==> config.mk <==
export PLATFORM = sky130hd
export DESIGN_NAME = mext_sequencer
export DESIGN_NICKNAME = d
export VERILOG_FILES = /design/src/rtl/mext_sequencer.sv
export SDC_FILE = /design/constraint.sdc
export NUM_CORES = 1
export LEC_CHECK = 0
export ABC_AREA = 1
export CAP_MARGIN = 10
export CORE_MARGIN = 2
export CORE_UTILIZATION = 40
export DETAILED_ROUTE_END_ITERATION = 7
export GPL_ROUTABILITY_DRIVEN = 0
export PLACE_DENSITY_LB_ADDON = 0.15
export SLEW_MARGIN = 25
export SYNTH_ARGS = -nofsm -noshare
export SYNTH_HDL_FRONTEND = slang
export SYNTH_SLANG_ARGS = --single-unit
==> constraint.sdc <==
create_clock -name clk -period 1.6 [get_ports clk]
set_input_delay 0.16 -clock clk [delete_from_list [all_inputs] [get_ports clk]]
set_output_delay 0.16 -clock clk [all_outputs]
set_load 0.01 [all_outputs]
==> src/rtl/mext_sequencer.sv <==
// Sequencer between the execute stage and an iterative multiply/divide unit.
// It stalls the pipeline while the unit runs, resolves trivial divides locally, and absorbs flushes.
`timescale 1ns/1ps
module mext_sequencer #(
  parameter int XLEN    = 32,
  parameter int MAX_LAT = 40,
  parameter int CNT_W   = 6
) (
  input  logic            clk,
  input  logic            rst,
  input  logic            op_valid_i,
  input  logic [4:0]      alu_op_i,
  input  logic [XLEN-1:0] src_a_i,
  input  logic [XLEN-1:0] src_b_i,
  input  logic            flush_i,
  output logic            unit_start_o,
  output logic [2:0]      unit_op_o,
  output logic [XLEN-1:0] unit_a_o,
  output logic [XLEN-1:0] unit_b_o,
  input  logic            unit_done_i,
  input  logic [XLEN-1:0] unit_result_i,
  output logic            stall_o,
  output logic            flagM_o,
  output logic [XLEN-1:0] result_m_o,
  output logic            busy_o,
  output logic            wdog_err_o
);

  typedef enum logic [2:0] {S_IDLE, S_ISSUE, S_WAIT, S_DONE, S_DRAIN} state_t;

  localparam logic [4:0]       OP_FIRST = 5'b01011;
  localparam logic [4:0]       OP_LAST  = 5'b10010;
  localparam logic [CNT_W-1:0] CNT_LAST = CNT_W'(MAX_LAT - 1);
  localparam logic [XLEN-1:0]  SMIN     = {1'b1, {(XLEN-1){1'b0}}};

  state_t          r_state;
  state_t          w_next;
  logic            r_start;
  logic            r_busy;
  logic            r_flag;
  logic            r_wdog;
  logic [2:0]      r_op;
  logic [XLEN-1:0] r_a;
  logic [XLEN-1:0] r_b;
  logic [XLEN-1:0] r_result;
  logic [CNT_W-1:0] r_cnt;

  logic            w_is_mop;
  logic            w_accept;
  logic [2:0]      w_op_idx;
  logic            w_b_zero;
  logic            w_ovf;
  logic            w_fast;
  logic [XLEN-1:0] w_fast_res;
  logic            w_timeout;
  logic            w_stall;
  logic            w_wait_done;
  logic            w_wait_tmo;
  logic            w_drain_tmo;

  assign w_is_mop    = (alu_op_i >= OP_FIRST) && (alu_op_i <= OP_LAST);
  assign w_op_idx    = 3'(alu_op_i - OP_FIRST);
  assign w_accept    = (r_state == S_IDLE) && op_valid_i && w_is_mop && !flush_i;
  assign w_b_zero    = (src_b_i == '0);
  assign w_ovf       = (src_a_i == SMIN) && (src_b_i == '1);
  assign w_timeout   = (r_cnt >= CNT_LAST);
  assign w_wait_done = (r_state == S_WAIT) && !flush_i && unit_done_i;
  assign w_wait_tmo  = (r_state == S_WAIT) && !flush_i && !unit_done_i && w_timeout;
  assign w_drain_tmo = (r_state == S_DRAIN) && !unit_done_i && w_timeout;

  // Divide-by-zero and signed overflow have architecturally fixed results, so skip the unit.
  always_comb begin
    w_fast     = 1'b0;
    w_fast_res = '0;
    case (w_op_idx)
      3'd4: begin
        if (w_b_zero) begin
          w_fast = 1'b1; w_fast_res = '1;
        end else if (w_ovf) begin
          w_fast = 1'b1; w_fast_res = SMIN;
        end else begin
          w_fast = 1'b0; w_fast_res = '0;
        end
      end
      3'd5: begin
        if (w_b_zero) begin
          w_fast = 1'b1; w_fast_res = '1;
        end else begin
          w_fast = 1'b0; w_fast_res = '0;
        end
      end
      3'd6: begin
        if (w_b_zero) begin
          w_fast = 1'b1; w_fast_res = src_a_i;
        end else if (w_ovf) begin
          w_fast = 1'b1; w_fast_res = '0;
        end else begin
          w_fast = 1'b0; w_fast_res = '0;
        end
      end
      3'd7: begin
        if (w_b_zero) begin
          w_fast = 1'b1; w_fast_res = src_a_i;
        end else begin
          w_fast = 1'b0; w_fast_res = '0;
        end
      end
      default: begin
        w_fast = 1'b0; w_fast_res = '0;
      end
    endcase
  end

  // Next-state decode and the combinational pipeline stall.
  always_comb begin
    w_next  = r_state;
    w_stall = 1'b0;
    case (r_state)
      S_IDLE: begin
        w_stall = w_accept;
        if (w_accept) w_next = w_fast ? S_DONE : S_ISSUE;
        else          w_next = S_IDLE;
      end
      S_ISSUE: begin
        w_stall = 1'b1;
        w_next  = flush_i ? S_DRAIN : S_WAIT;
      end
      S_WAIT: begin
        w_stall = 1'b1;
        if (flush_i)                        w_next = unit_done_i ? S_IDLE : S_DRAIN;
        else if (unit_done_i || w_timeout)  w_next = S_DONE;
        else                                w_next = S_WAIT;
      end
      S_DONE: begin
        w_stall = 1'b0;
        w_next  = S_IDLE;
      end
      S_DRAIN: begin
        // A younger M-op must wait until the abandoned operation leaves the unit.
        w_stall = op_valid_i && w_is_mop && !flush_i;
        if (unit_done_i || w_timeout) w_next = S_IDLE;
        else                          w_next = S_DRAIN;
      end
      default: begin
        w_stall = 1'b0;
        w_next  = S_IDLE;
      end
    endcase
  end

  // State register.
  always_ff @(posedge clk or negedge rst) begin
    if (!rst) r_state <= S_IDLE;
    else      r_state <= w_next;
  end

  // Registered outputs, operand latch, result capture and watchdog.
  always_ff @(posedge clk or negedge rst) begin
    if (!rst) begin
      r_start  <= 1'b0;
      r_busy   <= 1'b0;
      r_flag   <= 1'b0;
      r_wdog   <= 1'b0;
      r_op     <= 3'd0;
      r_a      <= '0;
      r_b      <= '0;
      r_result <= '0;
      r_cnt    <= '0;
    end else begin
      r_start <= (w_next == S_ISSUE);
      r_busy  <= (w_next == S_ISSUE) || (w_next == S_WAIT) || (w_next == S_DRAIN);
      r_flag  <= (w_next == S_DONE);
      if (w_accept) begin
        r_op <= w_op_idx;
        r_a  <= src_a_i;
        r_b  <= src_b_i;
      end
      if (r_state == S_ISSUE) r_cnt <= '0;
      else if (((r_state == S_WAIT) || (r_state == S_DRAIN)) && !w_timeout) r_cnt <= r_cnt + CNT_W'(1);
      if (w_wait_tmo || w_drain_tmo) r_wdog <= 1'b1;
      if (w_accept && w_fast) r_result <= w_fast_res;
      else if (w_wait_done)   r_result <= unit_result_i;
      else if (w_wait_tmo)    r_result <= '0;
    end
  end

  assign unit_start_o = r_start;
  assign unit_op_o    = r_op;
  assign unit_a_o     = r_a;
  assign unit_b_o     = r_b;
  assign stall_o      = w_stall;
  assign flagM_o      = r_flag;
  assign result_m_o   = r_result;
  assign busy_o       = r_busy;
  assign wdog_err_o   = r_wdog;

endmodule

-- Word level (Yosys, flattened, before mapping)
Index checks and enable logic that the tools add are counted.
Widths: inputs -> output; s select.
- flip-flop bits (word level): 112
- input bits: 106
- magnitude comparators: 3
- $add $sub $neg: 2
- muxes and demuxes: 23
- reductions and logical operators: 31
- equality and inequality tests: 13
- operator list (operator ; count):
    $mux 32 ; 7
    $pmux 32 s3 ; 1
    $eq 32x32->1 const B ; 2
    $logic_not 32->1 ; 1
    $eq 3x3->1 const B ; 6
    $logic_and 1x1->1 ; 15
    $mux 3 ; 4
    $mux 6 ; 2
    $pmux 3 s4 ; 1
    $eq 3x2->1 const B ; 3
    $reduce_or 2->1 ; 4
    $add 6x1->6 const B ; 1
    $eq 3x1->1 const B ; 2
    $ge 6x6->1 const B ; 1
    $ge 5x4->1 const B ; 1
    $le 5x5->1 const B ; 1
    $logic_or 1x1->1 ; 5
    $mux 1 ; 4
    $mux 2 ; 2
    $logic_not 1->1 ; 3
    $logic_not 3->1 ; 1
    $pmux 1 s3 ; 1
    $reduce_bool 3->1 ; 1
    $sub 3x2->3 const B ; 1
    2 further kinds ; 2

-- Logic depth before layout (Yosys ltp)
- depth after elaboration: 11
- mapped depth: 13

-- Worst setup path after synthesis
No wires, ideal clock.
- path type: input -> register
- start: in alu_op_i[0]
- end: reg r_result[19], in the netlist result_m_o[19]
- setup time: 0.124 ns
- slack: -0.133 ns
- cell stages on the path: 11
- data arrival time: 1.609 ns
- path through: ha_1 -> ha_1 -> inv_1 -> o21ai_0 -> inv_1 -> buf_2 -> buf_2 -> nand3_1 -> nand3_1 -> nand3_1 -> nand3_1
- longest elaborated chain between the ends: 6
- elaborated cells on any way between the ends: 18
- those cells by class: 1 x add/sub; 2 x order compare; 4 x eq/ne; 3 x mux; 8 x reduce/logical
- RTL lines (element ; RTL line ; RTL):
    start, declared ; 12 ; input logic [4:0] alu_op_i,
    $sub 3x2->3, or another cell as far along ; 62 ; assign w_op_idx = 3'(alu_op_i - OP_FIRST);
    $eq 3x3->1 / $logic_and 1x1->1 (equally long branches) ; 75, 61 ;
    $reduce_or 2->1 (no source line) / $logic_and 1x1->1 (equally long branches) ; -- ;
    $pmux 1 s2 / $logic_and 1x1->1 (equally long branches) ; 75, 63 ;
    $logic_and 1x1->1 ; 181 ; if (w_accept && w_fast) r_result <= w_fast_res;
    $reduce_bool 3->1 (no source line) / $mux 32 (equally long branches) ; -- ;
    end signal, assigned ; 181 ;
    end signal, assigned ; 182 ; else if (w_wait_done) r_result <= unit_result_i;
    end, declared ; 45 ; logic [XLEN-1:0] r_result;
Parallel ways exist; a longest one is shown, timed or not.
A chain may end at the register's enable or synchronous reset.

-- Worst setup path after layout
- start: reg r_cnt[1]
- end: reg r_result[1], in the netlist result_m_o[1]
- longest elaborated chain between the ends: 3
- RTL lines (element ; RTL line ; RTL):
    start, declared ; 46 ; logic [CNT_W-1:0] r_cnt;
    start signal, assigned ; 179 ; else if (((r_state == S_WAIT) || (r_state == S_DRAIN)) && !w_timeout) r_cnt <= r_cnt + CNT_W'(1);
    $ge 6x6->1 ; 66 ; assign w_timeout = (r_cnt >= CNT_LAST);
    $logic_and 1x1->1 ; 68 ; assign w_wait_tmo = (r_state == S_WAIT) && !flush_i && !unit_done_i && w_timeout;
    $reduce_bool 3->1 (no source line) ; -- ;
Every way passes these cells.

==> results.sh <==
export IMPL_status="finished, violations left"
export IMPL_violations="negative setup slack"
export IMPL_startpoint_type="flip-flop"
export IMPL_synth_cells=731
export IMPL_ctsHtreeMaxLevel=3
export IMPL_start_util_pct=40.77
export IMPL_grtUsageTotal_pct=25.42
export IMPL_diodes=0
export IMPL_drc_errors=0
export IMPL_synth_compound_area_share_pct=3.788
export IMPL_antenna_found_initial=0
export IMPL_setup_viol=66
export IMPL_final_cell_mix="230 x nand2_1, 188 x clkdlybuf4s50_1, 123 x nand3_1"
export IMPL_yosys_warnings=0
export IMPL_placed_area_um2=8497
export IMPL_crit_family="flip-flops"
export IMPL_io_buffers=209
export IMPL_synth_ff_type="dfrtp_1"
export IMPL_slowest_delay_ns=0.40
export IMPL_yosysTopAreaCellShare_pct=49.91
export IMPL_slew_headroom_pct=78.53
export IMPL_clock_skew_final_ns=0.009468
export IMPL_yosys_area_share_adder_pct=1.337
export IMPL_final_seq_area_um2=2803
export IMPL_nFillCells=1105
export IMPL_worst_ir_drop_vdd_mv=0.6492
export IMPL_required_ns=1.89
export IMPL_synth_top_family_by_area="simple AND/OR/NAND/NOR gates"
export IMPL_worstPathCellList="ha_2 -> nand2_2 -> nand3_2 -> nand2_2 -> inv_2 -> o21ai_4 -> buf_12 -> buf_16 -> nand3_1 -> nand3_1"
export IMPL_critPathBufInv=3
export IMPL_syn_area_um2=5615
export IMPL_dr_pass1_iters=6
export IMPL_cap_viol_max_count=0
export IMPL_worstPathMaxFanout=8
export IMPL_criticalPathCategory="flip-flop to flip-flop"
export IMPL_synth_xor_area_share_pct=0
export IMPL_dpl_hpwl_mm=12.76
export IMPL_die_area_um2=15000
export IMPL_power_density_nw_per_um2=1113
export IMPL_core_um2=13770
export IMPL_min_period_ns=1.701
export IMPL_yosysTopAreaCell="dfrtp_1"
export IMPL_layout_commonest_cell="nand2_1"
export IMPL_first_global_vias=5811
export IMPL_finalInstanceArea_um2=9786
export IMPL_numCtsBuffers=9
export IMPL_chipWidth_um=122.5
export IMPL_ys_ff_latch=112
export IMPL_num_io_pins=210
export IMPL_cts_root_buf="clkbuf_16"
export IMPL_drtAntennaViolNets=0
export IMPL_cts_tree="built"
export IMPL_via_count=6211
export IMPL_worst_slew_pin_slew_ns=0.3221
export IMPL_report_final_slew_viol_count=0
export IMPL_area_growth_pct=74.26
export IMPL_synth_edf_count=0
export IMPL_yosys_area_share_simple_pct=37.30
export IMPL_clkSinkCount=112
export IMPL_drive_gt1_share_pct=22.17
export IMPL_fin_tns_setup_ns=-2.589
export IMPL_multi_input_area_um2=2796
export IMPL_nNetsFinal=1140
export IMPL_insertion_delay_ns=0.36
export IMPL_avgSynthCellArea_um2=7.682
export IMPL_fin_crit_sh_pct=106.3
export IMPL_num_rows=43
export IMPL_dr_first_iter_drc_count=431
export IMPL_dp_slack_ns=-0.6631
export IMPL_cpMaxStageDelayCell="dfrtp_1"
export IMPL_crit_arrival_ns=1.99
export IMPL_critPathCaptureType="flip-flop"
export IMPL_holdCritPathClass="primary input to flip-flop"
export IMPL_ys_seq_area_share_pct=49.91
export IMPL_globalRouteOverflowTotal=0
export IMPL_clk_path_buf_depth=2
export IMPL_finalHoldViolations=0
export IMPL_synthMuxAreaShare_pct=0
export IMPL_syn_nets=843
export IMPL_die_y_um=122.5
export IMPL_synthTopCellsByArea="dfrtp_1 50%, nand2_1 16%, nand3_1 15%"
export IMPL_grt_pass1_wl_mm=29.49
export IMPL_synth_async_sr_flop_share_pct=100.0
export IMPL_synth_distinct_cells=27
export IMPL_fmax_ghz=0.5879
export IMPL_grt_max_degree=49
export IMPL_path_clk_slew_ns=0.07
export IMPL_vias_per_cell=5.120
export IMPL_routedWlPerCell_um=16.88
export IMPL_fin_ws_ns=-0.1009
export IMPL_p_leak_nw=4.946
export IMPL_rsz0062_at_grt="yes"
export IMPL_wl_mm=20.48
[power breakdown]
part / switching (mW) / total (mW) / internal [mW] / leakage [nW]
Combinational: 1.80 / 4.26 / 2.45 / 3.37
Sequential: 0.586 / 4.31 / 3.72 / 1.43
Clock: 1.06 / 2.33 / 1.27 / 0.147
[cell families after synthesis]
family,after synthesis
simple gates,483
buf+inv,91
flops,112
compound gates,39
fa+ha+maj,6
[final timing paths]
check                      slack, ns                        end  cells past startpoint                     from
min reg2reg                     0.48    unit_a_o[3]$_DFFE_PN0N_                      2  unit_a_o[3]$_DFFE_PN0N_
max in group asynchronous       0.89       r_state[1]$_DFF_PN0_                      3                      rst
max                            -0.10  result_m_o[1]$_DFFE_PN0P_                     10     r_cnt[1]$_DFFE_PN0P_
min                             0.08   unit_b_o[28]$_DFFE_PN0N_                      3              src_b_i[28]
max reg2reg                    -0.10  result_m_o[1]$_DFFE_PN0P_                     10     r_cnt[1]$_DFFE_PN0P_
min in group asynchronous       0.17   unit_b_o[12]$_DFFE_PN0N_                      2                      rst
[cells in the mapped netlist (2+ instances only)]
| cell type | count |
|---|---|
| nand3_1 | 169 |
| ha_1 | 6 |
| inv_2 | 2 |
| nand4_1 | 8 |
| a211oi_1 | 2 |
| nor2_1 | 49 |
| nor2_4 | 2 |
| o21ai_0 | 29 |
| buf_6 | 6 |
| nand2_1 | 245 |
| dfrtp_1 | 112 |
| clkbuf_1 | 12 |
| inv_1 | 48 |
| nand2_2 | 2 |
| a21oi_1 | 3 |
| buf_4 | 6 |
| buf_2 | 17 |
| nor3_1 | 4 |
[state kept, by name, summed over array words and instances (netlist names)]
name,count
busy_o,1
flagM_o,1
r_cnt,6
r_state,3
result_m_o,32
unit_a_o,32
unit_b_o,32
unit_op_o,3
unit_start_o,1
wdog_err_o,1
[routing by layer]
layer | track usage (%) | vias to the layer above | share of wire (%)
met5 | 0 | - | 0
met4 | 10.49 | 0 | 3.0
met3 | 5.204 | 47 | 7.3
met2 | 40.56 | 276 | 48
met1 | 33.79 | 2923 | 42
li1 | - | 2965 | -
[final cells by class]
| class | count | area share (%) |
|---|---|---|
| repair buffers | 327 | 35.38 |
| flip-flops and latches | 112 | 28.64 |
| multi-input cells | 528 | 28.58 |
| clock buffers | 12 | 2.519 |
| well taps | 180 | 2.301 |
| inverters | 50 | 2.046 |
| clock inverters | 4 | 0.5370 |
[repair_timing]
item | in CTS | in global routing
endpoints found under the hold margin | 112 | 0
buffers inserted | 13 | 4
gates cloned | 4 | 10
pin swaps | 3 | 47
resized for setup | 32 | 110
hold buffers | 1 | 0
setup endpoints to repair | 105 | 107
[metrics by stage]
step                      instances  util, %  hold WS, ns  power [mW]
after floorplan                 731        -      -0.1356       5.647
after global placement         1165    61.69    -0.002259       8.175
after detailed placement       1165    61.69    -0.003126       8.230
after CTS                      1199    66.15       0.1663       10.67
after global routing           1213    71.05       0.1087       11.50
final                          1213    71.05      0.08392       10.89
[worst register-to-register path: stages, from the launching register on]
cell and delay [ns]:
dfrtp_1 0.40, ha_2 0.21, nand2_2 0.07, nand3_2 0.06
nand2_2 0.09, inv_2 0.06, o21ai_4 0.25, buf_12 0.17
buf_16 0.14, nand3_1 0.09, nand3_1 0.08
(Power assumes the default switching activity.)
